## src/rtl/goertzel_pkg.sv

```systemverilog
// Shared types and width helpers for the Goertzel filter and its block-end power stage.
package goertzel_pkg;

  typedef enum logic [2:0] {
    IDLE,
    SQ0,
    SQ1,
    CS,
    CROSS,
    OUT
  } goertzel_pwr_state_t;

  typedef enum logic [1:0] {
    MAC_HOLD,
    MAC_LOAD,
    MAC_ADD,
    MAC_SUB
  } mac_op_t;

  function automatic int state_w_from_dw(input int dw);
    return dw + 2;
  endfunction

  function automatic int pw_from_dw(input int dw);
    return 2 * state_w_from_dw(dw);
  endfunction

endpackage

```

## src/rtl/goertzel_power_if.sv

```systemverilog
// Filter-state input / power-result handshake bundle for goertzel_power.
interface goertzel_power_if #(
  parameter int DW              = 14,
  parameter int BLOCK_SIZE_POW2 = 8
);
  localparam int W  = goertzel_pkg::state_w_from_dw(DW);
  localparam int PW = goertzel_pkg::pw_from_dw(DW);

  logic signed [W-1:0]         s0_i;
  logic signed [W-1:0]         s1_i;
  logic                        valid_i;
  logic [BLOCK_SIZE_POW2-1:0]  count_i;
  logic                        clr_o;
  logic [PW-1:0]               power_o;
  logic                        valid_o;
  logic                        ready_i;
  logic                        overrun_o;

  // The power block is the slave: it consumes filter state and drives results.
  modport slave (
    input  s0_i, s1_i, valid_i, count_i, ready_i,
    output clr_o, power_o, valid_o, overrun_o
  );

  modport master (
    output s0_i, s1_i, valid_i, count_i, ready_i,
    input  clr_o, power_o, valid_o, overrun_o
  );

endinterface

```

## src/rtl/goertzel_mac.sv

```systemverilog
// Single signed multiplier feeding a registered accumulator with load/add/subtract/hold.
module goertzel_mac
  import goertzel_pkg::*;
#(
  parameter int MW = 18,
  parameter int AW = 34
) (
  input  logic                   clk,
  input  logic                   rst,
  input  mac_op_t                op,
  input  logic signed [MW-1:0]   a,
  input  logic signed [MW-1:0]   b,
  output logic signed [2*MW-1:0] prod,
  output logic signed [AW-1:0]   acc_next
);

  logic signed [AW-1:0] acc_reg;
  logic signed [AW-1:0] prod_ext;

  assign prod     = a * b;
  // Every product routed into the accumulator fits in AW bits.
  assign prod_ext = prod[AW-1:0];

  always_comb begin
    acc_next = acc_reg;
    unique case (op)
      MAC_LOAD: acc_next = prod_ext;
      MAC_ADD:  acc_next = acc_reg + prod_ext;
      MAC_SUB:  acc_next = acc_reg - prod_ext;
      default:  acc_next = acc_reg;
    endcase
  end

  always_ff @(posedge clk or posedge rst) begin
    if (rst) begin
      acc_reg <= '0;
    end else begin
      acc_reg <= acc_next;
    end
  end

endmodule

```

## src/rtl/goertzel_power.sv

```systemverilog
// Block-end Goertzel power |X|^2 = s0^2 + s1^2 - COEFF*s0*s1 on one shared multiplier,
// with filter clear, overrun flag and a valid/ready result port.
module goertzel_power
  import goertzel_pkg::*;
#(
  parameter int COEFF           = 0,
  parameter int COEFF_BITS      = 18,
  parameter int DW              = 14,
  parameter int BLOCK_SIZE_POW2 = 8
) (
  input  logic             clk,
  input  logic             rst,
  goertzel_power_if.slave  bus
);

  localparam int W    = state_w_from_dw(DW);
  localparam int PW   = pw_from_dw(DW);
  localparam int FRAC = COEFF_BITS - 2;
  // t keeps an extra bit so COEFF = -2.0 at the most negative s0 cannot wrap.
  localparam int TW   = W + 2;
  localparam int MW   = (TW > COEFF_BITS) ? TW : COEFF_BITS;
  localparam int AW   = 2 * W + 2;
  localparam logic signed [MW-1:0] COEFF_MW = MW'(COEFF);

  goertzel_pwr_state_t    state_reg, state_next;
  logic signed [W-1:0]    s0_reg, s1_reg;
  logic signed [TW-1:0]   t_reg;
  logic [PW-1:0]          power_reg, power_next;

  mac_op_t                mac_op;
  logic signed [MW-1:0]   mul_a, mul_b;
  logic signed [2*MW-1:0] prod;
  logic signed [AW-1:0]   acc_next;

  logic block_end;
  logic capture;

  assign block_end = bus.valid_i && (&bus.count_i);
  assign capture   = block_end && (state_reg == IDLE);

  goertzel_mac #(
    .MW (MW),
    .AW (AW)
  ) u_mac (
    .clk      (clk),
    .rst      (rst),
    .op       (mac_op),
    .a        (mul_a),
    .b        (mul_b),
    .prod     (prod),
    .acc_next (acc_next)
  );

  always_comb begin
    state_next = state_reg;
    mac_op     = MAC_HOLD;
    mul_a      = '0;
    mul_b      = '0;
    unique case (state_reg)
      IDLE: begin
        if (block_end) state_next = SQ0;
      end
      SQ0: begin
        mac_op     = MAC_LOAD;
        mul_a      = MW'(s0_reg);
        mul_b      = MW'(s0_reg);
        state_next = SQ1;
      end
      SQ1: begin
        mac_op     = MAC_ADD;
        mul_a      = MW'(s1_reg);
        mul_b      = MW'(s1_reg);
        state_next = CS;
      end
      CS: begin
        mul_a      = MW'(s0_reg);
        mul_b      = COEFF_MW;
        state_next = CROSS;
      end
      CROSS: begin
        mac_op     = MAC_SUB;
        mul_a      = MW'(t_reg);
        mul_b      = MW'(s1_reg);
        state_next = OUT;
      end
      OUT: begin
        if (bus.ready_i) state_next = IDLE;
      end
      default: state_next = IDLE;
    endcase
  end

  // Clamp the signed accumulator into the unsigned power range.
  always_comb begin
    power_next = acc_next[PW-1:0];
    if (acc_next[AW-1]) begin
      power_next = '0;
    end else if (|acc_next[AW-2:PW]) begin
      power_next = '1;
    end
  end

  always_ff @(posedge clk or posedge rst) begin
    if (rst) begin
      state_reg <= IDLE;
      s0_reg    <= '0;
      s1_reg    <= '0;
      t_reg     <= '0;
      power_reg <= '0;
    end else begin
      state_reg <= state_next;
      if (capture) begin
        s0_reg <= bus.s0_i;
        s1_reg <= bus.s1_i;
      end
      if (state_reg == CS) begin
        t_reg <= TW'(prod >>> FRAC);
      end
      if (state_reg == CROSS) begin
        power_reg <= power_next;
      end
    end
  end

  assign bus.clr_o     = (state_reg == SQ0);
  assign bus.valid_o   = (state_reg == OUT);
  assign bus.power_o   = power_reg;
  assign bus.overrun_o = block_end && (state_reg != IDLE);

endmodule

```

## src/flat_wrapper.sv

```systemverilog
// flat-port wrapper written by rule: the top's interface ports become plain ports
module goertzel_power_flat import goertzel_pkg::*;
#(
  parameter int COEFF           = 0,
  parameter int COEFF_BITS      = 18,
  parameter int DW              = 14,
  parameter int BLOCK_SIZE_POW2 = 8
)
  (clk, rst, bus_s0_i, bus_s1_i, bus_valid_i, bus_count_i, bus_ready_i, bus_clr_o, bus_power_o, bus_valid_o, bus_overrun_o);
  goertzel_power_if #(.DW(DW), .BLOCK_SIZE_POW2(BLOCK_SIZE_POW2)) bus_i ();
  input  logic clk;
  input  logic rst;
  input wire logic [$bits(bus_i.s0_i)-1:0] bus_s0_i;
  input wire logic [$bits(bus_i.s1_i)-1:0] bus_s1_i;
  input wire logic [$bits(bus_i.valid_i)-1:0] bus_valid_i;
  input wire logic [$bits(bus_i.count_i)-1:0] bus_count_i;
  input wire logic [$bits(bus_i.ready_i)-1:0] bus_ready_i;
  output wire logic [$bits(bus_i.clr_o)-1:0] bus_clr_o;
  output wire logic [$bits(bus_i.power_o)-1:0] bus_power_o;
  output wire logic [$bits(bus_i.valid_o)-1:0] bus_valid_o;
  output wire logic [$bits(bus_i.overrun_o)-1:0] bus_overrun_o;
  assign bus_i.s0_i = bus_s0_i;
  assign bus_i.s1_i = bus_s1_i;
  assign bus_i.valid_i = bus_valid_i;
  assign bus_i.count_i = bus_count_i;
  assign bus_i.ready_i = bus_ready_i;
  assign bus_clr_o = bus_i.clr_o;
  assign bus_power_o = bus_i.power_o;
  assign bus_valid_o = bus_i.valid_o;
  assign bus_overrun_o = bus_i.overrun_o;
  goertzel_power #(.COEFF(COEFF), .COEFF_BITS(COEFF_BITS), .DW(DW), .BLOCK_SIZE_POW2(BLOCK_SIZE_POW2)) u_core (.clk(clk), .rst(rst), .bus(bus_i));
endmodule
```

## config.mk

```make
export PLATFORM = sky130hd
export DESIGN_NAME = goertzel_power_flat
export DESIGN_NICKNAME = d
export VERILOG_FILES = /design/src/rtl/goertzel_pkg.sv /design/src/rtl/goertzel_power_if.sv /design/src/rtl/goertzel_mac.sv /design/src/rtl/goertzel_power.sv /design/src/flat_wrapper.sv
export SDC_FILE = /design/constraint.sdc
export NUM_CORES = 1
export LEC_CHECK = 0
export ABC_CLOCK_PERIOD_IN_PS = 10900
export CAP_MARGIN = 20
export CORE_ASPECT_RATIO = 2
export CORE_MARGIN = 3
export CORE_UTILIZATION = 40
export DETAILED_ROUTE_END_ITERATION = 10
export PLACE_DENSITY = 0.56
export SETUP_SLACK_MARGIN = 0.4
export SYNTH_ARGS = -nofsm -noshare
export SYNTH_HDL_FRONTEND = slang
export SYNTH_SLANG_ARGS = --single-unit
export TNS_END_PERCENT = 30
```

## constraint.sdc

```tcl
create_clock -name clk -period 10.9 [get_ports clk]
set_input_delay 2.18 -clock clk [delete_from_list [all_inputs] [get_ports clk]]
set_output_delay 2.18 -clock clk [all_outputs]
set_load 0.02 [all_outputs]
```

Word-level counts from Yosys, hierarchy flattened --
Cells that the tools add are included.
Cells by class: order comparisons 0, mux-type cells 9, bitwise logic cells 0, eq/ne operators 10, $add $sub $neg 2, multipliers 1, reductions and logical operators 9, shifts and indexed selects 0, div/mod/pow operators 0
Operator list (number):
- case mux 34 bit (3 select lines) | 1
- 2-to-1 mux 32 bit | 2
- case mux 18 bit (3 select lines) | 1
- case mux 18 bit (2 select lines) | 1
- adder 34 bit | 1
- multiplier 18 x 18 -> 34 bit | 1
- subtractor 34 bit | 1
- case mux 3 bit (6 select lines) | 1
- AND reduction 8 bit | 1
- == test 3 x 2 -> 1 bit, second input constant | 2
- == test 3 bit, second input constant | 2
- 2-to-1 mux 3 bit | 2
- case mux 2 bit (3 select lines) | 1
- == test 2 bit, second input constant | 2
- OR reduction 2 bit | 2
- == test 3 x 1 -> 1 bit, second input constant | 1
- logical AND 1 bit | 3
- logical NOT 3 bit | 1
- nonzero test 3 bit | 1
- == test 2 x 1 -> 1 bit, second input constant | 1
- inequality test 2 x 1 -> 1 bit, second input constant | 1
- inequality test 2 bit, second input constant | 1
- AND reduction 2 bit | 1
Word-level totals: register bits 119, word-level logic and storage cells 37, input port bits 44, bits in writable memories 0, output and inout port bits 35, memories 0, bits in latches 0, bits in read-only memories 0

Depth between registers and ports, before layout --
depth after elaboration 8, mapped depth 45, depth with buffers taken out 41

Hierarchy --
Synthesis repeated with hierarchy kept, for this count alone.
Unflattened totals: cells, all modules 2267, area total of the unflattened synthesis 20672.3 µm²
Modules (own cells, without submodules):
- goertzel_mac | seq. area each 850.8 µm², instances 1, area each 16762.3 µm², cells each 1913
- goertzel_power | seq. area each 2127.0 µm², instances 1, area each 3910.0 µm², cells each 354

Worst setup path before layout --
Ideal clock, no wire load.
kind register -> register, start register u_core.state_reg[1], end register u_core.power_reg[16], in the netlist u_core.bus.power_o[16], library setup time 0.120 ns, arrival 9.906 ns, buffers on the path 5, period minus slack after synthesis 10.026 ns, required time 10.780 ns, cell stages (with the launch flop) 40, setup slack 0.874 ns, cell sequence dfrtp_1 -> buf_4 -> nor2_1 -> nand2_2 -> inv_2 -> buf_1 -> buf_1 -> a22o_1 -> nand2_1 -> fa_1 -> inv_1 -> fa_1 -> ha_1 -> inv_1 -> fa_1 -> inv_1 -> fa_1 -> inv_1 -> [... 4 more ...] -> o21ai_1 -> a21boi_2 -> o31ai_1 -> o221ai_1 -> nand4b_1 -> nor3_1 -> a41oi_1 -> xor2_1 -> ha_1 -> buf_1 -> and3_1 -> o2111ai_1 -> a31oi_4 -> a21oi_1 -> o21ai_1 -> xnor3_1 -> clkbuf_2 -> a31o_2
Between the ends: longest elaborated chain between the ends 8, elaborated cells between the ends (all ways) 18, those cells by class 2 x add/sub; 1 x mul; 7 x eq/ne; 6 x mux; 2 x reduce/logical
RTL lines:
- from (decl) | line goertzel_power.sv:25 | goertzel_pwr_state_t state_reg, state_next;
- from (signal assigned) | line goertzel_power.sv:111 | state_reg <= state_next;
- == test 3 x 1 -> 1 bit *
- net bus_clr_o | line flat_wrapper.sv:18 | output wire logic [$bits(bus_i.clr_o)-1:0] bus_clr_o;
- OR reduction 2 bit (no source line)
- case mux 18 bit (3 select lines) | line goertzel_power.sv:59 | unique case (state_reg)
- multiplier 18 x 18 -> 34 bit | line goertzel_mac.sv:20 | assign prod = a * b;
- subtractor 34 bit or adder 34 bit (tied branches) | line goertzel_mac.sv:29, goertzel_mac.sv:28
- case mux 34 bit (3 select lines) * | line goertzel_mac.sv:26 | unique case (op)
- 2-to-1 mux 32 bit | line goertzel_power.sv:98 | end else if (|acc_next[AW-2:PW]) begin
- 2-to-1 mux 32 bit * | line goertzel_power.sv:96 | if (acc_next[AW-1]) begin
- to (signal assigned) | line goertzel_power.sv:120 | power_reg <= power_next;
- to (decl) | line goertzel_power.sv:28 | logic [PW-1:0] power_reg, power_next;
Mark *: on every way through the listed nets, which the timed path passes. The rest lies on a longest branch. A chain may end at the register's enable or synchronous reset.

Worst setup path in the final report --
start register u_core.state_reg[2], end register u_core.power_reg[11], in the netlist u_core.bus.power_o[11]
Between the ends: longest elaborated chain between the ends 8, elaborated cells between the ends (all ways) 18, those cells by class 2 x add/sub; 1 x mul; 7 x eq/ne; 6 x mux; 2 x reduce/logical
RTL lines (line):
- == test 3 x 1 -> 1 bit, or another cell as far along | goertzel_power.sv:59
- OR reduction 2 bit (no source line)
- case mux 18 bit (3 select lines) or case mux 18 bit (2 select lines) (tied branches) | goertzel_power.sv:59
- multiplier 18 x 18 -> 34 bit | goertzel_mac.sv:20
- subtractor 34 bit or adder 34 bit (tied branches) | goertzel_mac.sv:29, goertzel_mac.sv:28
- case mux 34 bit (3 select lines) | goertzel_mac.sv:26
- 2-to-1 mux 32 bit | goertzel_power.sv:98
- 2-to-1 mux 32 bit | goertzel_power.sv:96
Several ways; a longest one is shown, not always the timed one.

==> results by group <==
Outcome
  • Outcome: finished, final reports clean

Clock network
  • Clk_lat worst skew: 460 ps
  • CTS tree: done
  • Cts bufs inserted: 17
  • Clk root buf: clkbuf_16
  • Clock transition at path regs: 70 ps
  • H-Tree Level Count: 4
  • CTS max path bufs: 2
  • CTS hold repair buffers: 0
  • Clock sink total: 119

Global routing
  • Largest net degree at the start of global routing: 76
  • Number of global-route vias before repair: 19000
  • Initial antenna violation count: 0
  • Total gr overflow: 0
  • First-pass GRT wire length: 109000 um
  • Tot GR Track Use: 0.276

Place
  • Cell Area, Placed: 0.0223 mm^2
  • IO Port Bufs: 78
  • Gpl congestion: 0.968
  • Dpl hpwl: 59500 um

Logic synthesis
  • Most frequent cell after synthesis: inv_1
  • Register area share after synthesis: 0.149
  • Yosys top cell by area: fa_1
  • Most frequent cells after synthesis: 413 x inv_1, 313 x fa_1, 284 x nand2_1
  • Most used DFF post-synth: dfrtp_1
  • Syn avg cell area: 8.62 um^2
  • Post-synth cell types: 83
  • Synthesized Nets: 2803
  • Cells after Synth: 2319
  • #FFs+latches synth: 119
  • Area fraction of the dominant cell type after synthesis: 0.313
  • Synth top area cells: fa_1 31%, dfrtp_1 15%, ha_1 7.9%, inv_1 7.8%, nand2_1 5.3%
  • Ys Warns: 0
  • Post-synth EDFFs: 0
  • Post-Syn Area: 0.0200 mm^2
  • Post-synthesis async set-or-reset flop share: 1.00

Detailed routing
  • Via Count: 17700
  • Final wirelength: 72200 um
  • DRT iter0 DRCs: 1204
  • First-pass DRT Iterations: 11
  • DRC: 0
  • Wire per inst: 22.9 um
  • Post-DR vias/cell: 5.63
  • Antenna Violating Nets Remaining: 0

Worst setup path
  • Worst EP required: 11210 ps
  • Worst Path Arrival: 10560 ps
  • Startpoint Class: register
  • Critical path type: register to register
  • Slowest CP cell: fa_1
  • Worst path most repeated cell: buf_4
  • Max incr delay on CP: 530 ps
  • Crit end category: register
  • Crit Path Max Fanout: 16

Finish
  • Final instance area: 0.0235 mm^2
  • Antenna diodes: 0
  • Share of layout cells above drive strength 1: 0.129
  • Area growth syn-to-layout: 17.7%
  • Largest register FFs: 33
  • Final Net Count: 2974

Die
  • Starting density of the core: 0.405
  • Die area: 0.0529 mm^2
  • Row cnt: 115
  • Die Wd: 164 um
  • Core area: 0.0494 mm^2
  • Num ports: 79
  • Die Y: 322 um

STA
  • Final min period: 10250 ps
  • Fmax achieved: 97.6 MHz
  • Tightest Pin Transition: 1030 ps
  • Fin crit share: 0.940
  • Unrepaired setup endpoints after global routing: false
  • Final setup violation count: 0
  • Setup TNS: 0 ps
  • Worst Skew: 19.2 ps
  • Max_slew headroom: 0.311
  • Hold Vio Cnt, Final: 0
  • Pins Over Slew Limit: 0

Power and ir drop
  • VDD IR max: 0.377 mV
  • Leakage power: 10.9 nW
  • P per Cell Area: 233 mW/mm^2

Flow run
  • # Max-Cap Violations: 0

Hold path
  • Hold Crit Class: register to register
stage by stage:
stage	cells	setup slack, ps	util	hold WS (ps)	total power, W
after CTS	3118	413	0.466	496	0.00524
after global routing	3146	215	0.477	520	0.00589
after detailed placement	3084	-97.3	0.453	475	0.00460
after global placement	3083	22.6	0.453	466	0.00455
final	3146	650	0.477	493	0.00549
after floorplan	2319	874	-	449	0.00331
cell type report:
cell class	count	area (um^2)
fillers	4830	25800
multi-input cells	1688	15400
flip-flops and latches	119	2980
repair buffers	246	2190
inverters	417	1590
well taps	643	805
clock buffers	17	425
clock inverters	15	156
repair inverters	1	5.00
cell families after synthesis:
group,Yosys count,share of synthesized area
AO/OA/AOI/OAI,486,0.161
multiplexers,50,0.0272
AND/OR/NAND/NOR,620,0.132
flip-flops,119,0.149
XOR/XNOR,91,0.0409
buffers and inverters,513,0.0973
adder cells (fa/ha/maj),440,0.393
power breakdown:
part	internal, W	switching, W
clock	0.000324	0.000266
sequential	0.000584	0.000109
combinational	0.00164	0.00257
total	0.00255	0.00294
critical path: cells and delay by family (launching register included):
| family | cells | cell delay (ps) |
|---|---|---|
| AOI/OAI and AO/OA | 13 | 2940 |
| xor gates and xnor gates | 3 | 540 |
| adders and majority gates | 8 | 3600 |
| buffers and inverters | 12 | 1580 |
| DFF | 1 | 440 |
| and+or+nand+nor | 5 | 1000 |
layer usage:
layer / GRT usage / vias to the layer above / part of all wire
li1: - / 7856 / -
met5: 0 / - / 0
met2: 0.514 / 711 / 0.53
met3: 0.0325 / 273 / 0.048
met1: 0.281 / 8884 / 0.33
met4: 0.191 / 0 / 0.090
timing repair:
action                     CTS  global route
gates resized for setup     16            73
setup buffers                2            23
pin swaps                    1            15
cloned                       0             3
setup endpoints to repair   36            35
cells in the final DEF, fill, tap and decap left out, types with 14 or more instances in the layout:
master and n:
o21ai_1 25, o21a_1 18, mux2i_1 15, dfrtp_1 116
nand2b_1 21, nor3_1 14, ha_1 125, a21oi_1 74
buf_4 153, a21o_1 19, nand2_1 282, nor2_1 206
xnor2_1 48, inv_1 411, clkbuf_16 18, mux2_2 35
xor2_1 41, clkdlybuf4s50_1 78, a22oi_1 42, nand3_1 15
o21ai_0 127, o22ai_1 14, fa_1 313
final timing paths:
| path | startpoint | end | depth (start not counted) | slack [ps] |
|---|---|---|---|---|
| hold reg to reg | u_core.bus.power_o[13]$_DFFE_PP0N_ | u_core.bus.power_o[13]$_DFFE_PP0N_ | 2 | 490 |
| setup reg to reg | u_core.state_reg[2]$_DFFE_PP0P_ | u_core.bus.power_o[11]$_DFFE_PP0N_ | 41 | 650 |
| min in group asynchronous | rst | u_core.bus.power_o[26]$_DFFE_PP0N_ | 2 | 2120 |
| max in group asynchronous | rst | u_core.state_reg[2]$_DFFE_PP0P_ | 4 | 7680 |
| hold / removal | u_core.bus.power_o[13]$_DFFE_PP0N_ | u_core.bus.power_o[13]$_DFFE_PP0N_ | 2 | 490 |
| setup / recovery | u_core.state_reg[2]$_DFFE_PP0P_ | u_core.bus.power_o[11]$_DFFE_PP0N_ | 41 | 650 |
(Power assumes the default switching activity.)
